<file path="config.mk">
export PLATFORM = sky130hd
export DESIGN_NAME = ball_engine
export DESIGN_NICKNAME = d
export VERILOG_FILES = /design/src/rtl/ball_engine.sv
export SDC_FILE = /design/constraint.sdc
export NUM_CORES = 1
export LEC_CHECK = 0
export CAP_MARGIN = 20
export CORE_AREA = 4 4 117 119
export DETAILED_ROUTE_END_ITERATION = 8
export DIE_AREA = 0 0 121 123
export PLACE_DENSITY = 0.61
export SLEW_MARGIN = 25
export SYNTH_ARGS = -nofsm -noshare
export SYNTH_HDL_FRONTEND = slang
export SYNTH_SLANG_ARGS = --single-unit
</file>
<file path="constraint.sdc">
create_clock -name clk_i -period 8.1 [get_ports clk_i]
set_input_delay 2.025 -clock clk_i [delete_from_list [all_inputs] [get_ports clk_i]]
set_output_delay 2.025 -clock clk_i [all_outputs]
set_load 0.05 [all_outputs]
</file>
<file path="src/rtl/ball_engine.sv">
// Fixed-point pong ball: serve delay, wall bounce, latched paddle hits and goal pulses.
// Define BALL_ENGINE_SPEEDUP_EN to add a saturating |vx| boost on every single-sided paddle hit.
module ball_engine #(
  parameter int X_POS_W      = 10,
  parameter int Y_POS_W      = 10,
  parameter int FRAC_W       = 4,
  parameter int SPEED_W      = 8,
  parameter int SCREEN_H_RES = 640,
  parameter int SCREEN_V_RES = 480,
  parameter int BORDER       = 5,
  parameter int BALL_SIDE    = 8,
  parameter int SERVE_FRAMES = 60,
  parameter int MAX_SPEED    = 96
) (
  input  logic                      clk_i,
  input  logic                      rst_i,
  input  logic                      new_frame_i,
  input  logic                      game_en_i,
  input  logic                      hit_left_i,
  input  logic                      hit_right_i,
  input  logic signed [SPEED_W-1:0] deflect_vy_i,
  input  logic signed [SPEED_W-1:0] serve_vx_i,
  input  logic signed [SPEED_W-1:0] serve_vy_i,
  output logic [X_POS_W-1:0]        ball_x_o,
  output logic [Y_POS_W-1:0]        ball_y_o,
  output logic                      goal_left_o,
  output logic                      goal_right_o,
  output logic                      moving_o
);

  localparam int XW    = X_POS_W + FRAC_W;
  localparam int YW    = Y_POS_W + FRAC_W;
  localparam int ONE   = 2 ** FRAC_W;
  localparam int X_MAX = SCREEN_H_RES - BORDER - BALL_SIDE;
  localparam int Y_MAX = SCREEN_V_RES - BORDER - BALL_SIDE;
  localparam int CNT_W = (SERVE_FRAMES > 1) ? $clog2(SERVE_FRAMES) : 1;

  localparam logic [XW-1:0]        X_CTR    = XW'((SCREEN_H_RES - BALL_SIDE) / 2 * ONE);
  localparam logic [YW-1:0]        Y_CTR    = YW'((SCREEN_V_RES - BALL_SIDE) / 2 * ONE);
  localparam logic signed [XW:0]   X_LO     = (XW+1)'(BORDER * ONE);
  localparam logic signed [XW:0]   X_HI     = (XW+1)'((X_MAX + 1) * ONE);
  localparam logic signed [YW:0]   Y_LO     = (YW+1)'(BORDER * ONE);
  localparam logic signed [YW:0]   Y_HI     = (YW+1)'((Y_MAX + 1) * ONE);
  localparam logic [XW-1:0]        X_LO_POS = XW'(BORDER * ONE);
  localparam logic [XW-1:0]        X_HI_POS = XW'(X_MAX * ONE);
  localparam logic [YW-1:0]        Y_LO_POS = YW'(BORDER * ONE);
  localparam logic [YW-1:0]        Y_HI_POS = YW'(Y_MAX * ONE);
  localparam logic [CNT_W-1:0]     CNT_LAST = CNT_W'(SERVE_FRAMES - 1);

  if (MAX_SPEED >= 2 ** (SPEED_W - 1)) begin : g_bad_max_speed
    $error("MAX_SPEED must be below 2^(SPEED_W-1)");
  end

  typedef enum logic [1:0] {S_IDLE, S_SERVE, S_MOVE, S_SCORED} state_e;

  state_e                     state_q;
  logic [XW-1:0]              x_q, x_d;
  logic [YW-1:0]              y_q, y_d;
  logic signed [SPEED_W-1:0]  vx_q, vx_d, vy_q, vy_d;
  logic [CNT_W-1:0]           cnt_q;
  logic                       hit_l_q, hit_r_q;
  logic                       goal_l_q, goal_r_q, goal_l_d, goal_r_d;
  logic                       moving_q;

  logic                       hit_l, hit_r;
  logic signed [SPEED_W-1:0]  vx_abs, vx_mag, vy_h;
  logic signed [XW:0]         nx;
  logic signed [YW:0]         ny;

  function automatic logic signed [SPEED_W-1:0] abs_v(input logic signed [SPEED_W-1:0] v);
    return v[SPEED_W-1] ? -v : v;
  endfunction

`ifdef BALL_ENGINE_SPEEDUP_EN
  localparam logic signed [SPEED_W:0] SPD_STEP = (SPEED_W+1)'(ONE / 4);
  localparam logic signed [SPEED_W:0] SPD_MAX  = (SPEED_W+1)'(MAX_SPEED);

  function automatic logic signed [SPEED_W-1:0] speed_up(input logic signed [SPEED_W-1:0] mag);
    logic signed [SPEED_W:0] sum;
    sum = {mag[SPEED_W-1], mag} + SPD_STEP;
    if (sum > SPD_MAX) return SPD_MAX[SPEED_W-1:0];
    return sum[SPEED_W-1:0];
  endfunction
`endif

  // Frame update for MOVE: hits, then position, then walls, then goals
  always_comb begin
    hit_l  = hit_l_q | hit_left_i;
    hit_r  = hit_r_q | hit_right_i;
    vx_abs = abs_v(vx_q);
`ifdef BALL_ENGINE_SPEEDUP_EN
    vx_mag = speed_up(vx_abs);
`else
    vx_mag = vx_abs;
`endif
    vx_d = vx_q;
    vy_h = vy_q;
    if (hit_l && hit_r) begin
      vx_d = -vx_q;
    end else if (hit_l) begin
      vx_d = vx_mag;
      vy_h = deflect_vy_i;
    end else if (hit_r) begin
      vx_d = -vx_mag;
      vy_h = deflect_vy_i;
    end

    // One spare bit so a step past zero reads as negative instead of wrapping
    nx = $signed({1'b0, x_q}) + {{(XW+1-SPEED_W){vx_d[SPEED_W-1]}}, vx_d};
    ny = $signed({1'b0, y_q}) + {{(YW+1-SPEED_W){vy_h[SPEED_W-1]}}, vy_h};

    y_d  = ny[YW-1:0];
    vy_d = vy_h;
    if (ny < Y_LO) begin
      y_d  = Y_LO_POS;
      vy_d = abs_v(vy_h);
    end else if (ny >= Y_HI) begin
      y_d  = Y_HI_POS;
      vy_d = -abs_v(vy_h);
    end

    x_d      = nx[XW-1:0];
    goal_l_d = 1'b0;
    goal_r_d = 1'b0;
    if (nx < X_LO) begin
      x_d      = X_LO_POS;
      goal_l_d = 1'b1;
    end else if (nx >= X_HI) begin
      x_d      = X_HI_POS;
      goal_r_d = 1'b1;
    end
  end

  always_ff @(posedge clk_i) begin
    if (rst_i) begin
      state_q  <= S_IDLE;
      x_q      <= X_CTR;
      y_q      <= Y_CTR;
      vx_q     <= '0;
      vy_q     <= '0;
      cnt_q    <= '0;
      hit_l_q  <= 1'b0;
      hit_r_q  <= 1'b0;
      goal_l_q <= 1'b0;
      goal_r_q <= 1'b0;
      moving_q <= 1'b0;
    end else begin
      goal_l_q <= 1'b0;
      goal_r_q <= 1'b0;
      if (!game_en_i) begin
        state_q  <= S_IDLE;
        x_q      <= X_CTR;
        y_q      <= Y_CTR;
        vx_q     <= '0;
        vy_q     <= '0;
        cnt_q    <= '0;
        hit_l_q  <= 1'b0;
        hit_r_q  <= 1'b0;
        moving_q <= 1'b0;
      end else begin
        case (state_q)
          S_IDLE: begin
            state_q <= S_SERVE;
            x_q     <= X_CTR;
            y_q     <= Y_CTR;
            vx_q    <= serve_vx_i;
            vy_q    <= serve_vy_i;
            cnt_q   <= '0;
            hit_l_q <= 1'b0;
            hit_r_q <= 1'b0;
          end
          S_SERVE: begin
            hit_l_q <= 1'b0;
            hit_r_q <= 1'b0;
            if (new_frame_i) begin
              if (cnt_q == CNT_LAST) begin
                state_q  <= S_MOVE;
                moving_q <= 1'b1;
              end else begin
                cnt_q <= cnt_q + 1'b1;
              end
            end
          end
          S_MOVE: begin
            if (new_frame_i) begin
              x_q      <= x_d;
              y_q      <= y_d;
              vx_q     <= vx_d;
              vy_q     <= vy_d;
              hit_l_q  <= 1'b0;
              hit_r_q  <= 1'b0;
              goal_l_q <= goal_l_d;
              goal_r_q <= goal_r_d;
              if (goal_l_d || goal_r_d) begin
                state_q  <= S_SCORED;
                moving_q <= 1'b0;
              end
            end else begin
              hit_l_q <= hit_l;
              hit_r_q <= hit_r;
            end
          end
          default: begin
            state_q <= S_SERVE;
            x_q     <= X_CTR;
            y_q     <= Y_CTR;
            vx_q    <= serve_vx_i;
            vy_q    <= serve_vy_i;
            cnt_q   <= '0;
            hit_l_q <= 1'b0;
            hit_r_q <= 1'b0;
          end
        endcase
      end
    end
  end

  assign ball_x_o     = x_q[XW-1:FRAC_W];
  assign ball_y_o     = y_q[YW-1:FRAC_W];
  assign goal_left_o  = goal_l_q;
  assign goal_right_o = goal_r_q;
  assign moving_o     = moving_q;

endmodule

</file>
==> results.ini, run 1 <==
[outcome]
run_status=complete, no violations

[layout]
mostFrequentLayoutCells=sky130_fd_sc_hd__nor2_1 (71), sky130_fd_sc_hd__o21ai_0 (58), sky130_fd_sc_hd__nand2_1 (57), sky130_fd_sc_hd__dfxtp_1 (57), sky130_fd_sc_hd__a21oi_1 (56)
post_route_cells_drive_above_1_share_pct=7.124
layout_commonest_cell=sky130_fd_sc_hd__nor2_1
nets=837
layout.filler_cells=1223
insertedDiodeCount=0
synthToLayoutAreaGrowth_pct=14.47

[worst_setup_path]
critical-path-slowest-cell=sky130_fd_sc_hd__o311ai_1
cp_cell_sequence=clkdlybuf4s50_1, nor2_2, xnor2_1, buf_4, mux2i_1, inv_1, ha_1, a21o_1, a21oi_1, nand2_1, o311ai_1, a2bb2oi_1, o41a_1, nor2_2, nor3_1, a221o_1
rr_startpoint=vx_q[0]
path_class=in2reg
crit_path_top_cell_by_count=sky130_fd_sc_hd__nor2_2
arrival_ns=7.10
crit_path_max_fanout=15
critical_path_required_ns=8.32
worst_path_largest_cell_delay_ns=0.63
critPathLaunchType=primary input
worstSetupStartpoint=hit_right_i
timing.critical_path.max_delay_family=compound AO/OA/AOI/OAI gates
critical_path.endpoint_type=register
ff2ff_setup_slack_ns=2.18
crit_buf_inv=3
regToRegEndpoint=x_q[5]
worst_r2r_path_depth=20

[clock_tree]
htreeDepth=3
tritoncts.num_buffers=9
cts_setup_buffers=0
clock-root-buffer=sky130_fd_sc_hd__clkbuf_16
cts-hold-fix-buffers=0
ctsLongestPathBuffers=2
clk_pin_slew_ns=0.06
cts_tree=built
worstSkewPairLatency_ns=0.33
cts_repair_resize_count=0
tritoncts_num_sinks=57

[global_route]
gr-total-overflow=0
number_of_antenna_violations_at_the_first_check_in_global_routing=0
grt_pass1_wl_um=27390
groute.usage.overall_pct=22.86
grt_max_degree=31
via_count_of_the_first_global_routing_pass=5542

[yosys]
synth-xor-area-share_pct=4.498
synth_seq_area_share_pct=20.31
yosys.area.top_type=sky130_fd_sc_hd__dfxtp_1
yosys_register_bits=57
synth.yosys.warnings=0
synth_cell_types=85
synth.net_count=819
synth-simple-area-share_pct=23.25
synth_ff_type=sky130_fd_sc_hd__dfxtp_1
synth_area_per_cell_um2=7.502
post_synth_main_area_contributors=sky130_fd_sc_hd__dfxtp_1 (20%), sky130_fd_sc_hd__ha_1 (8.5%), sky130_fd_sc_hd__o21ai_0 (5.2%), sky130_fd_sc_hd__a21oi_1 (5.0%), sky130_fd_sc_hd__nor2_1 (4.8%)
ys_async_sr_fraction_pct=0
synthAdderAreaFrac_pct=9.174
syn-instance-count=749
synth-compound-area-share_pct=32.09
mappedNetlistArea_mm2=0.005619
synth_top_family_by_area=compound AO/OA/AOI/OAI gates
synth_enable_flop_cells=0
synthDominantCellAreaShare_pct=20.31
post_synth_mux_area_share_pct=3.318

[die]
die-height_um=123
std_cell_rows=41
die_x_um=121
fp.dieArea_mm2=0.01488
initial_core_util_pct=44.71
boundaryPins=53
fp.coreArea_mm2=0.01257

[power]
p_clk_share_pct=32.0
design_power_total_uw=1181
sequentialPowerShare_pct=25.5
vdd_drop_max_uv=81.86
power_density_mw_per_mm2=183.6
cell_int_power_uw=720.6
p_leak_uw=0.002451
swShare_pct=38.98
net-switching-power_uw=460.3
share_comb_of_total_power_pct=42.6

[worst_hold_path]
hold_start=x_q[3]
hold_path.class=reg2reg
hold_depth=2
hold_path_end=x_q[3]

[timing]
slew_headroom_pct=42.31
rsz0062_at_grt=false
finalSetupTns_ns=0
setup_viol=0
max_freq_ghz=0.1453
layout_setup_ws_ns=1.217
finalClockSkew_ns=0.007452
post-route-period-util_pct=84.97
worst_pin_slew_ns=0.8654
timing.final.hold_violations=0
drv_slew=0
fin_crit_ns=6.883

[detailed_routing]
average_detailed_routed_wire_length_per_instance_um=18.08
route.antenna.remaining_nets=0
detail_route.drc_violations=0
detailedRoute.firstPassIterationCount=5
drt_iter0_markers=473
num_vias=5811
drt-total-wl_um=17070
viasPerCell=6.156

[placed_design]
numPortBuffers=52
dp.final_hpwl_um=12910
gpl.final_weighted_congestion=0.9133
dp_slack_ns=1.003

[run]
maxCapViolCount=0

## synth_stat cells (10+ instances only)
master                     count
sky130_fd_sc_hd__a211oi_1     13
sky130_fd_sc_hd__a21oi_1      56
sky130_fd_sc_hd__buf_4        20
sky130_fd_sc_hd__clkbuf_1     31
sky130_fd_sc_hd__dfxtp_1      57
sky130_fd_sc_hd__ha_1         38
sky130_fd_sc_hd__inv_1        30
sky130_fd_sc_hd__mux2i_1      13
sky130_fd_sc_hd__nand2_1      57
sky130_fd_sc_hd__nand2b_1     10
sky130_fd_sc_hd__nand3_1      13
sky130_fd_sc_hd__nor2_1       72
sky130_fd_sc_hd__nor3_1       23
sky130_fd_sc_hd__o211ai_1     13
sky130_fd_sc_hd__o21a_1       11
sky130_fd_sc_hd__o21ai_0      58
sky130_fd_sc_hd__or3_1        12
sky130_fd_sc_hd__xnor2_1      19
## cell type report
| class | instances | area (um^2) | share of cell area, % |
|---|---|---|---|
| Clock buffer | 14 | 284.0 | 4.415 |
| Clock inverter | 2 | 10.01 | 0.1556 |
| Inverter | 30 | 112.6 | 1.751 |
| Multi-Input combinational cell | 606 | 4066 | 63.22 |
| Sequential cell | 57 | 1141 | 17.74 |
| Tap cell | 172 | 215.2 | 3.346 |
| Timing Repair Buffer | 63 | 603.1 | 9.376 |
## layer usage
| layer | vias up | share of wire (%) | GRT usage (%) |
|---|---|---|---|
| met4 | 0 | 2.8 | 8.640 |
| met1 | 2735 | 44 | 28.79 |
| met5 | - | 0 | 0 |
| met3 | 38 | 4.5 | 3.294 |
| li1 | 2835 | - | - |
| met2 | 203 | 48 | 39.67 |
## worst register-to-register path: cells and delay by family, from the launching register on
kind | cells | cell delay, ns
AO/OA/AOI/OAI | 9 | 2.30
XOR/XNOR | 2 | 0.61
adder cells (fa/ha/maj) | 2 | 0.58
buffers and inverters | 1 | 0.16
flip-flops | 1 | 0.38
AND/OR/NAND/NOR | 6 | 1.82
## registers in the layout, summed over array words and instances, names as in the netlist
| signal | flops |
|---|---|
| cnt_q | 6 |
| goal_left_o | 1 |
| goal_right_o | 1 |
| hit_l_q | 1 |
| hit_r_q | 1 |
| moving_o | 1 |
| state_q | 2 |
| vx_q | 8 |
| vy_q | 8 |
| x_q | 14 |
| y_q | 14 |
## logic make-up after synthesis
family | count (synthesis)
AOI/OAI and AO/OA | 261
xor gates and xnor gates | 28
adders and majority gates | 40
buffers and inverters | 86
DFF | 57
muxes | 18
and+or+nand+nor | 259
## how the worst max path moves through the flow
stage                        end  cells after the start
after floorplan           y_q[7]                     15
after global placement    y_q[7]                     16
after detailed placement  y_q[7]                     16
after CTS                 y_q[9]                     16
after global routing      y_q[9]                     16
final                     y_q[9]                     16
## power groups by stage
stage / sequential (uW) / combinational, uW / clock (uW)
6_report: 301 / 503 / 378
5_1_grt: 302 / 551 / 398
4_1_cts: 300 / 495 / 383
3_5_place_dp: 306 / 491 / 0
3_3_place_gp: 306 / 487 / 0
2_1_floorplan: 300 / 375 / 0
## metrics by stage
step,instances,hold WS (ns),area [um^2],utilization (%)
after CTS,944,0.4594,6430,51.16
final,944,0.4582,6432,51.18
after floorplan,749,0.4362,5619,-
after global placement,928,0.4468,6136,48.82
after global routing,944,0.4864,6432,51.18
after detailed placement,928,0.4501,6136,48.82
(Power assumes the default switching activity.)
==> run 2, diff against run 1 <==
- PLACE_DENSITY: 0.61 -> 0.64
- clock period: 8.1 -> 6.1 ns (I/O delays scaled with it)
==> results.ini, run 2 (synthesis results as in run 1) <==
[timing]
setup_viol=0  ; unchanged
finalClockSkew_ns=0.01049  ; +0.003034 ns
max_freq_ghz=0.1731
timing.final.hold_violations=0  ; unchanged
worst_pin_slew_ns=1.031  ; +0.1654 ns
fin_worst_hold_slack_ns=0.4670  ; +0.008811 ns
fin_crit_ns=5.777
post-route-period-util_pct=94.70
slew_headroom_pct=31.03  ; -11 points
drv_slew=0  ; unchanged

[power]
design_power_total_uw=1631  ; +38%
vdd_drop_max_uv=126.7  ; +55%
power_density_mw_per_mm2=242.5  ; +32%
p_leak_uw=0.002635  ; +7.5%

[global_route]
gr-total-overflow=0  ; unchanged
number_of_antenna_violations_at_the_first_check_in_global_routing=0  ; unchanged
grt_max_degree=31  ; unchanged
groute.usage.overall_pct=23.51  ; +0.65 points
via_count_of_the_first_global_routing_pass=5730  ; +3.4%
grt_pass1_wl_um=28080  ; +2.5%

[worst_setup_path]
path_class=in2reg
worst_path_largest_cell_delay_ns=0.57  ; -0.06 ns
ff2ff_setup_slack_ns=0.42  ; -1.76 ns
critical_path.endpoint=x_q[5]
regToRegEndpoint=x_q[5]
arrival_ns=6.04  ; -1.06 ns
worst_r2r_path_depth=20  ; unchanged
rr_startpoint=vx_q[0]
critPathLaunchType=primary input
critical_path_required_ns=6.36  ; -1.96 ns
critical_path.endpoint_type=register
crit_path_max_fanout=11  ; -4
critical-path-slowest-cell=sky130_fd_sc_hd__a2111oi_0
worstSetupStartpoint=hit_right_i
cp_cell_sequence=clkdlybuf4s50_1, or2_2, nand2_1, o21ai_0, o221ai_2, ha_1, a2111oi_0, a22oi_1, a21boi_0, xor2_1, nor4bb_2, a311oi_2, nor2_1, o2111ai_1, a21oi_1

[die]
boundaryPins=53  ; unchanged
fp.dieArea_mm2=0.01488  ; unchanged
die-height_um=123  ; unchanged
die_x_um=121  ; unchanged
std_cell_rows=41  ; unchanged
fp.coreArea_mm2=0.01257  ; unchanged
initial_core_util_pct=44.71  ; unchanged

[layout]
mostFrequentLayoutCells=sky130_fd_sc_hd__nor2_1 (72), sky130_fd_sc_hd__o21ai_0 (57), sky130_fd_sc_hd__nand2_1 (57), sky130_fd_sc_hd__dfxtp_1 (57), sky130_fd_sc_hd__a21oi_1 (56)
nets=875  ; +4.5%
synthToLayoutAreaGrowth_pct=19.66
layout.filler_cells=1222  ; -0.082%
postLayoutCellArea_mm2=0.006724  ; +4.5%
finish.utilization_pct=53.50  ; +2.3 points
layout_commonest_cell=sky130_fd_sc_hd__nor2_1
top_regs=x_q x14, y_q x14
insertedDiodeCount=0  ; unchanged
post_route_cells_drive_above_1_share_pct=11.37  ; +4.2 points

[placed_design]
numPortBuffers=52  ; unchanged
postPlaceCellArea_mm2=0.006434  ; +4.9%
dp.final_hpwl_um=13540  ; +4.9%
gpl.final_weighted_congestion=0.9411  ; +3.0%

[run]
maxCapViolCount=0  ; unchanged

[clock_tree]
cts_tree=built
htreeDepth=3  ; unchanged
worstSkewPairLatency_ns=0.34  ; about the same
clk_pin_slew_ns=0.05  ; about the same
tritoncts.num_buffers=9  ; unchanged
clock-root-buffer=sky130_fd_sc_hd__clkbuf_16
ctsLongestPathBuffers=2  ; unchanged
tritoncts_num_sinks=57  ; unchanged
cts_setup_buffers=0  ; unchanged

[detailed_routing]
viasPerCell=6.083  ; -1.2%
num_vias=5967  ; +2.7%
drt_iter0_markers=551  ; +16%
detailedRoute.firstPassIterationCount=5  ; unchanged
detail_route.drc_violations=0  ; unchanged
route.antenna.remaining_nets=0  ; unchanged
average_detailed_routed_wire_length_per_instance_um=17.61  ; -2.6%
drt-total-wl_um=17270  ; +1.2%

[worst_hold_path]
hold_path.class=reg2reg

[outcome]
run_status=complete, no violations

[run 2: worst max-delay path: cells and delay by family]
kind	cells	cell delay [ns]
simple gates	4	1.27
xor+xnor	1	0.24
compound gates	8	2.16
buf+inv	1	0.43
fa+ha+maj	1	0.41
[run 2: worst min path at each step]
stage | to | start | slack, ns | depth (start not counted)
4_1_cts | x_q[3] | x_q[3] | 0.47 | 2
2_1_floorplan | x_q[3] | x_q[3] | 0.44 | 2
3_5_place_dp | x_q[3] | x_q[3] | 0.46 | 2
6_report | x_q[3] | x_q[3] | 0.47 | 2
5_1_grt | x_q[3] | x_q[3] | 0.49 | 2
3_3_place_gp | x_q[3] | x_q[3] | 0.46 | 2
[run 2: per-layer routing]
layer	GRT usage (%)	up-vias	part of all wire (%)
met5	0	-	0
met4	9.632	0	2.5
met3	3.477	31	5.0
met2	42.34	195	50
met1	28.00	2840	42
li1	-	2901	-
[run 2: timing repair]
item,in CTS,in global routing
endpoints found under the setup margin,0,10
gates resized for setup,0,3
endpoints found under the hold margin,0,0
hold buffers,0,0
[run 2: where the power goes]
group          total [uW]  internal [uW]  switching, uW
sequential            397            383           13.8
combinational         734            304            430
clock                 499            312            187
total                1630            999            632
[run 2: layout make-up]
class	count	area, um^2	share of cell area [%]
clock inverter	4	45.04	0.6699
multi-input combinational	606	4076	60.63
clock buffer	11	232.7	3.461
timing repair buffer	101	900.9	13.40
inverter	30	112.6	1.675
tap	172	215.2	3.201
sequential	57	1141	16.97
[run 2: through the flow]
stage	worst slack (ns)	std cells	TNS, ns
after detailed placement	0.04255	966	0
after global routing	-0.01712	981	-0.01712
after floorplan	0.4551	749	0
after CTS	0.3524	981	0
after global placement	-0.005053	966	-0.005053
final	0.3234	981	0
